===== src/rtl/slt_seq_unit_pkg.sv =====
// rtl/slt_seq_unit_pkg.sv - shared state encodings and helpers for the multi-cycle SLT unit
// Purpose: FSM state type (IDLE=0, CMP=1, DONE=2) and the chunk-count helper.
// Ports: none (package).
package slt_seq_unit_pkg;

    typedef enum logic [1:0] {
        ST_IDLE = 2'd0,
        ST_CMP  = 2'd1,
        ST_DONE = 2'd2
    } slt_state_t;

    function automatic int slt_nchunk(input int width, input int chunk);
        return width / chunk;
    endfunction

endpackage


===== src/rtl/slt_seq_unit_if.sv =====
// rtl/slt_seq_unit_if.sv - operand/result handshake bundle for slt_seq_unit
// Purpose: groups the request (in_*) and response (out_*) handshakes.
// Ports (signals): in_valid/in_ready/a/b/is_signed request side,
//                  out_valid/out_ready/result/out_eq response side.
// Modports: slave = the unit, master = producer/consumer.
interface slt_seq_unit_if #(
    parameter int WIDTH = 32
);
    logic             in_valid;
    logic             in_ready;
    logic [WIDTH-1:0] a;
    logic [WIDTH-1:0] b;
    logic             is_signed;
    logic             out_valid;
    logic             out_ready;
    logic [WIDTH-1:0] result;
    logic             out_eq;

    modport slave (
        input  in_valid, a, b, is_signed, out_ready,
        output in_ready, out_valid, result, out_eq
    );

    modport master (
        output in_valid, a, b, is_signed, out_ready,
        input  in_ready, out_valid, result, out_eq
    );
endinterface


===== src/rtl/slt_seq_unit_chunk_cmp.sv =====
// rtl/slt_seq_unit_chunk_cmp.sv - combinational unsigned compare of one operand chunk
// Purpose: lt/eq of two CHUNK-bit slices; flip_msb inverts the MSB of both
//          slices so the top chunk of a signed compare orders correctly.
// Ports: ca, cb (chunk slices), flip_msb (signed top chunk), lt, eq.
module chunk_cmp #(
    parameter int CHUNK = 8
) (
    input  logic [CHUNK-1:0] ca,
    input  logic [CHUNK-1:0] cb,
    input  logic             flip_msb,
    output logic             lt,
    output logic             eq
);
    logic [CHUNK-1:0] w_mask;
    logic [CHUNK-1:0] w_ca;
    logic [CHUNK-1:0] w_cb;

    always_comb begin
        w_mask            = '0;
        w_mask[CHUNK-1]   = flip_msb;
    end

    // Inverting the sign bit on both sides maps two's complement onto unsigned order.
    assign w_ca = ca ^ w_mask;
    assign w_cb = cb ^ w_mask;
    assign lt   = (w_ca < w_cb);
    assign eq   = (w_ca == w_cb);
endmodule


===== src/rtl/slt_seq_unit.sv =====
// rtl/slt_seq_unit.sv - multi-cycle SLT/SLTU unit, CHUNK bits per cycle from the MSB chunk
// Purpose: result = {WIDTH-1 zeros, a < b} (signed or unsigned), out_eq = (a == b).
// Ports: clk, rst_n (async active-low), bus (slt_seq_unit_if.slave).
// Build option: SLT_EARLY_EXIT_EN - leave CMP at the first differing chunk.
module slt_seq_unit
    import slt_seq_unit_pkg::*;
#(
    parameter int WIDTH = 32,
    parameter int CHUNK = 8
) (
    input  logic           clk,
    input  logic           rst_n,
    slt_seq_unit_if.slave  bus
);
    localparam int NCHUNK = slt_nchunk(WIDTH, CHUNK);
    localparam int CNT_W  = $clog2(NCHUNK) + 1;

    if ((WIDTH % CHUNK) != 0) begin : g_bad_cfg
        $error("slt_seq_unit: WIDTH must be a multiple of CHUNK");
    end

    slt_state_t       r_state;
    slt_state_t       w_state_nxt;
    logic [WIDTH-1:0] r_a;
    logic [WIDTH-1:0] r_b;
    logic             r_signed;
    logic [CNT_W-1:0] r_cnt;
    logic             r_lt;
    logic             r_decided;
    logic             r_out_valid;

    logic [CHUNK-1:0] w_ca;
    logic [CHUNK-1:0] w_cb;
    logic             w_flip;
    logic             w_lt;
    logic             w_eq;
    logic             w_last;

    always_comb begin
        w_ca = '0;
        w_cb = '0;
        for (int i = 0; i < NCHUNK; i++) begin
            if (r_cnt == CNT_W'(i)) begin
                w_ca = r_a[i*CHUNK +: CHUNK];
                w_cb = r_b[i*CHUNK +: CHUNK];
            end
        end
    end

    assign w_flip = r_signed && (r_cnt == CNT_W'(NCHUNK - 1));

    chunk_cmp #(.CHUNK(CHUNK)) u_cmp (
        .ca       (w_ca),
        .cb       (w_cb),
        .flip_msb (w_flip),
        .lt       (w_lt),
        .eq       (w_eq)
    );

`ifdef SLT_EARLY_EXIT_EN
    assign w_last = (r_cnt == '0) || (!r_decided && !w_eq);
`else
    assign w_last = (r_cnt == '0);
`endif

    always_comb begin
        w_state_nxt = r_state;
        case (r_state)
            ST_IDLE: if (bus.in_valid)                    w_state_nxt = ST_CMP;
            ST_CMP:  if (w_last)                          w_state_nxt = ST_DONE;
            ST_DONE: if (r_out_valid && bus.out_ready)    w_state_nxt = ST_IDLE;
            default:                                      w_state_nxt = ST_IDLE;
        endcase
    end

    always_ff @(posedge clk or negedge rst_n) begin
        if (!rst_n) begin
            r_state     <= ST_IDLE;
            r_a         <= '0;
            r_b         <= '0;
            r_signed    <= 1'b0;
            r_cnt       <= '0;
            r_lt        <= 1'b0;
            r_decided   <= 1'b0;
            r_out_valid <= 1'b0;
        end else begin
            r_state <= w_state_nxt;
            case (r_state)
                ST_IDLE: begin
                    if (bus.in_valid) begin
                        r_a       <= bus.a;
                        r_b       <= bus.b;
                        r_signed  <= bus.is_signed;
                        r_cnt     <= CNT_W'(NCHUNK - 1);
                        r_lt      <= 1'b0;
                        r_decided <= 1'b0;
                    end
                end
                ST_CMP: begin
                    // Only the most significant differing chunk decides the order.
                    if (!r_decided && !w_eq) begin
                        r_lt      <= w_lt;
                        r_decided <= 1'b1;
                    end
                    if (r_cnt != '0) r_cnt <= r_cnt - CNT_W'(1);
                end
                ST_DONE: begin
                    // First DONE cycle registers out_valid; it drops on the accepting edge.
                    r_out_valid <= !(r_out_valid && bus.out_ready);
                end
                default: ;
            endcase
        end
    end

    assign bus.in_ready  = (r_state == ST_IDLE);
    assign bus.out_valid = r_out_valid;
    assign bus.result    = r_out_valid ? {{(WIDTH-1){1'b0}}, r_lt} : '0;
    assign bus.out_eq    = r_out_valid && !r_decided;
endmodule


===== src/flat_wrapper.sv =====
// flat-port wrapper written by rule: the top's interface ports become plain ports
module slt_seq_unit_flat import slt_seq_unit_pkg::*;
#(
    parameter int WIDTH = 32,
    parameter int CHUNK = 8
)
  (clk, rst_n, bus_in_valid, bus_a, bus_b, bus_is_signed, bus_out_ready, bus_in_ready, bus_out_valid, bus_result, bus_out_eq);
  slt_seq_unit_if #(.WIDTH(WIDTH)) bus_i ();
  input  logic clk;
  input  logic rst_n;
  input wire logic [$bits(bus_i.in_valid)-1:0] bus_in_valid;
  input wire logic [$bits(bus_i.a)-1:0] bus_a;
  input wire logic [$bits(bus_i.b)-1:0] bus_b;
  input wire logic [$bits(bus_i.is_signed)-1:0] bus_is_signed;
  input wire logic [$bits(bus_i.out_ready)-1:0] bus_out_ready;
  output wire logic [$bits(bus_i.in_ready)-1:0] bus_in_ready;
  output wire logic [$bits(bus_i.out_valid)-1:0] bus_out_valid;
  output wire logic [$bits(bus_i.result)-1:0] bus_result;
  output wire logic [$bits(bus_i.out_eq)-1:0] bus_out_eq;
  assign bus_i.in_valid = bus_in_valid;
  assign bus_i.a = bus_a;
  assign bus_i.b = bus_b;
  assign bus_i.is_signed = bus_is_signed;
  assign bus_i.out_ready = bus_out_ready;
  assign bus_in_ready = bus_i.in_ready;
  assign bus_out_valid = bus_i.out_valid;
  assign bus_result = bus_i.result;
  assign bus_out_eq = bus_i.out_eq;
  slt_seq_unit #(.WIDTH(WIDTH), .CHUNK(CHUNK)) u_core (.clk(clk), .rst_n(rst_n), .bus(bus_i));
endmodule

===== config.mk =====
export PLATFORM = sky130hd
export DESIGN_NAME = slt_seq_unit_flat
export DESIGN_NICKNAME = d
export VERILOG_FILES = /design/src/rtl/slt_seq_unit_pkg.sv /design/src/rtl/slt_seq_unit_if.sv /design/src/rtl/slt_seq_unit_chunk_cmp.sv /design/src/rtl/slt_seq_unit.sv /design/src/flat_wrapper.sv
export SDC_FILE = /design/constraint.sdc
export NUM_CORES = 1
export LEC_CHECK = 0
export CAP_MARGIN = 20
export CELL_PAD_IN_SITES_DETAIL_PLACEMENT = 1
export CELL_PAD_IN_SITES_GLOBAL_PLACEMENT = 1
export CORE_ASPECT_RATIO = 1.75
export CORE_MARGIN = 2
export CORE_UTILIZATION = 41
export DETAILED_ROUTE_END_ITERATION = 12
export PLACE_DENSITY_LB_ADDON = 0.3
export SLEW_MARGIN = 40
export SYNTH_ARGS = -nofsm -noshare
export SYNTH_HDL_FRONTEND = slang
export SYNTH_SLANG_ARGS = --single-unit

===== constraint.sdc =====
create_clock -name clk -period 7.4 [get_ports clk]
set_input_delay 2.22 -clock clk [delete_from_list [all_inputs] [get_ports clk]]
set_output_delay 2.22 -clock clk [all_outputs]
set_load 0.02 [all_outputs]

Word level (Yosys, flattened, before mapping):

Index checks and enable logic that the tools add are counted.

* logic and storage cells: 59
* input port bits: 69
* output and inout port bits: 35
* bits in registers: 73

* $lt $le $gt $ge: 1
* mux-type cells: 21
* eq/ne operators: 11
* reduce and logical (&&, ||, !) cells: 15
* bitwise gates (word level): 2
* add/sub/neg operators: 1

Operators with widths (count)
* 2-to-1 mux 8 bit: 8
* bitwise XOR 8 bit: 2
* AND reduction 3 bit: 3
* equality test 8 bit: 1
* less-than comparator 8 bit: 1
* != test 2 x 1 -> 1 bit (second input constant): 4
* equality test 3 x 2 -> 1 bit (second input constant): 2
* 2-to-1 mux 2 bit: 3
* 2-to-1 mux 3 bit: 2
* case mux 2 bit (3 select lines): 1
* case mux 3 bit (2 select lines): 1
* logical AND 1 bit: 4
* 2-to-1 mux 1 bit: 4
* case mux 1 bit (2 select lines): 2
* equality test 3 x 1 -> 1 bit (second input constant): 1
* zero test 1 bit: 3
* zero test 3 bit: 1
* nonzero test 3 bit: 1
* subtractor 3 x 1 -> 3 bit (second input constant): 1
* equality test 2 x 1 -> 1 bit (second input constant): 1
* equality test 2 bit (second input constant): 1
* zero test 2 bit: 1
* != test 2 bit (second input constant): 1
* AND reduction 2 bit: 1
* nonzero test 2 bit: 1

Longest topological paths before layout:

* depth after elaboration: 11
* mapped depth: 14

Modules after synthesis:

Synthesis repeated with hierarchy kept, for this count alone.

* cells, all modules: 328
* area, all modules: 3868.7 µm²

By module, submodules not included
* slt_seq_unit: instances 1, cells an instance 299, sequential area each 1826.8 µm², area each 3649.8 µm²
* chunk_cmp: instances 1, cells an instance 29, sequential area each 0.0 µm², area each 219.0 µm²

Worst setup path before layout:

No wires, ideal clock.

* kind: input -> register
* from: input bus_in_valid
* to: register u_core.r_a[31]
* buffers on the path: 3
* required time: 7275 ps
* cell stages on the path: 5
* arrival: 3015 ps
* path slack: 4260 ps
* cells stage by stage: and2_4 -> buf_6 -> buf_6 -> buf_6 -> mux2_4

* cells in the longest elaborated chain, start to end: 1

RTL lines
* start: declaration: RTL line flat_wrapper.sv:11 `input wire logic [$bits(bus_i.in_valid)-1:0] bus_in_valid;`
* AND reduction 2 bit (no source line)
* end signal: assignment: RTL line slt_seq_unit.sv:91 `r_a <= bus.a;`
* end: declaration: RTL line slt_seq_unit.sv:24 `logic [WIDTH-1:0] r_a;`

No other way between the ends.
A chain may end at the register's enable or synchronous reset.

Worst setup path in the final report:

* from: register u_core.r_state[0]
* to: output bus_in_ready

* cells in the longest elaborated chain, start to end: 1

RTL lines
* start: declaration: RTL line slt_seq_unit.sv:22 `slt_state_t r_state;`
* start signal: assignment: RTL line slt_seq_unit.sv:87 `r_state <= w_state_nxt;`
* zero test 2 bit: RTL line slt_seq_unit.sv:116 `assign bus.in_ready = (r_state == ST_IDLE);`
* end: declaration: RTL line flat_wrapper.sv:16 `output wire logic [$bits(bus_i.in_ready)-1:0] bus_in_ready;`

No other way between the ends.

==> results_dict.tcl <==
set metrics [dict create \
    synth_cell_type_count 32 \
    end_kind "output pin" \
    fin_crit_sh 0.5150 \
    ff2ff_path_depth 12 \
    arrival_ns 1.59 \
    ys_ff_latch 73 \
    ctsHoldBuffers 0 \
    dr_wl_met2_mm 4.793 \
    start_kind "flop" \
    switching_share 0.3479 \
    hold_violations 0 \
    synth_top_area_share 0.4742 \
    gr-total-overflow 0 \
    status "complete, no violations" \
    row_count 46 \
    antenna_found_initial 0 \
    synthFlopType "dfrtp_1" \
    grt_usage 0.1827 \
    rsz0062_at_grt "no" \
    vdd_drop_max_v 0.0001792 \
    reg2reg_from "u_core.r_cnt[1]" \
    pwr-share-clk 0.195 \
    p_per_area_mw_per_mm2 423.0 \
    pwr-share-comb 0.438 \
    power.leakage_nw 2.045 \
    clkTransAtPathRegs_ns 0.06 \
    cts_tree "yes" \
    routed_wl_mm 8.686 \
    dp_slack_ns 3.342 \
    syn2layout_area_growth_pct 24.29 \
    htreeDepth 3 \
    worst-setup-path-type "flop to output pin" \
    drc 0 \
    antennaDiodeCount 0 \
    dr.pass1.iters 4 \
    tns_ns 0 \
    instances_no_fill 505 \
    finalPower_w 0.002026 \
    synthArstFlopShare 1.000 \
    final_area_mm2 0.004788 \
    dpl.hpwl_mm 6.193 \
    cts-resized-gates 0 \
    nets 464 \
    hold_class "flop to flop" \
    synth_seq_area_share 0.4742 \
    worstPathMaxFanout 10 \
    rr_endpoint "u_core.r_lt" \
    post-cts-setup-buffer-count 0 \
    finalSetupViolations 0 \
    p_int_w 0.001321 \
    maxCapViolCount 0 \
    syn_area_per_cell_um2 12.19 \
    crit_end "bus_in_ready" \
    yosys_warnings 0 \
    layout_setup_ws_ns 3.589 \
    worst_skew_pair.late_latency_ns 0.33 \
    synth.area.top_cells "dfrtp_1 47%, mux2_2 11%, mux2_4 11%" \
    antenna_left 0 \
    wl_met1_mm 3.391 \
    max-clock-path-buffers 2 \
    fill_cells 985 \
    synth_area_mm2 0.003852 \
    relSlewSlack 0.4860 \
    finalMaxSlewViolations 0 \
    r2r_setup_slack_ns 4.11 \
    core_area_mm2 0.009094 \
    gp_congestion 0.7424 \
    netlist_instances 316 \
    synth-edff-count 0 \
    routed.top_layer "met4" \
    dp_cells 491 \
    ios 104 \
    die_w_um 77.28 \
    cts_buffers 9 \
    grt_pass1_vias 2862 \
    period_needed_ns 3.811 \
    grt_max_degree 74 \
    tightest_slew_ns 0.7710 \
    worstPathRequired_ns 5.18 \
    placed_area_mm2 0.004524 \
    grt_pass1_wl_mm 14.28 \
    drive_gt1_frac 0.2234 \
    vias 2550 \
    pwr-share-seq 0.367 \
    p_sw_w 0.0007047 \
    fmax_ghz 0.2624 \
    synth.most_common_cell "dfrtp_1" \
    die-area_mm2 0.01022 \
    cts.sinks 73 \
    synthTopCellsByCount "73 x dfrtp_1, 38 x mux2_2, 32 x buf_4" \
    routedWlPerCell_um 17.20 \
    wl_met3_um 331 \
    port_buffers 72 \
    clockRootBuffer "clkbuf_16" \
    vias_per_cell 5.050 \
    cp-startpoint "u_core.r_state[0]" \
    synth_top_cell_by_area "dfrtp_1" \
    die_height_um 132.2 \
    finalClockSkew_ns 0.005345 \
    drt_iter0_markers 82 \
    start_util 0.4236 \
]
flip-flops by register name, indices dropped and copies added, names as in the netlist:
name	flops
u_core.r_signed	1
u_core.r_lt	1
u_core.bus.out_valid	1
u_core.r_state	2
u_core.r_a	32
u_core.r_cnt	3
u_core.r_decided	1
u_core.r_b	32
power groups by stage:
stage	registers (W)	clock network (W)	logic, W
2_1_floorplan	0.000694	0	0.000714
3_3_place_gp	0.000731	0	0.000853
3_5_place_dp	0.000745	0	0.000893
4_1_cts	0.000743	0.000404	0.000902
5_1_grt	0.000770	0.000420	0.000989
6_report	0.000742	0.000395	0.000888
worst max-delay path, stage by stage, from the launching register on:
cell and delay, ns:
dfrtp_1 0.49, nor2_2 0.15, clkdlybuf4s50_1 0.62
final cells by class:
class,count,area (um^2),area share
Inverter,4,15.01,0.003136
Tap cell,120,150.1,0.03136
Clock buffer,14,264.0,0.05513
Multi-Input combinational cell,219,1778,0.3713
Timing Repair Buffer,75,754.5,0.1576
Sequential cell,73,1827,0.3815
cells in the final DEF (no fill, tap or decap), types with 12 or more instances in the layout:
master	synthesis	layout
dfrtp_1	73	73
clkdlybuf4s50_1	0	71
mux2_2	38	38
conb_1	1	31
mux2_4	28	28
a22oi_1	23	23
nand2_1	23	23
o21ai_0	21	21
ha_1	13	12
metrics by stage:
stage               utilization  hold WS, ns
floorplan                     -       0.4752
global placement         0.4941       0.4911
detailed placement       0.4975       0.4934
CTS                      0.5266       0.5097
global route             0.5266       0.5282
finish                   0.5266       0.5064
kinds of logic after synthesis:
family / Yosys count / share of synthesized area
flops: 73 / 0.4742
other cells: 1 / 0.0009734
buf+inv: 54 / 0.09548
mux: 66 / 0.2202
compound gates: 67 / 0.1134
fa+ha+maj: 13 / 0.04222
simple gates: 40 / 0.04904
xor+xnor: 2 / 0.004548
metal layers:
metal / GRT usage / up-vias
met5: 0 / -
met4: 0.07639 / 0
met3: 0.03630 / 15
met2: 0.3353 / 83
met1: 0.2011 / 1262
li1: - / 1190
worst min path at each step:
stage | slack (ns) | startpoint | to | depth (start not counted)
final | 0.51 | u_core.r_a[27] | u_core.r_a[27] | 1
after floorplan | 0.48 | u_core.r_lt | u_core.r_lt | 2
after detailed placement | 0.49 | u_core.r_b[16] | u_core.r_b[16] | 1
after global placement | 0.49 | u_core.r_a[16] | u_core.r_a[16] | 1
after global routing | 0.53 | u_core.r_a[20] | u_core.r_a[20] | 1
after CTS | 0.51 | u_core.r_a[27] | u_core.r_a[27] | 1
Note: power is estimated with default switching activity, not from simulation.
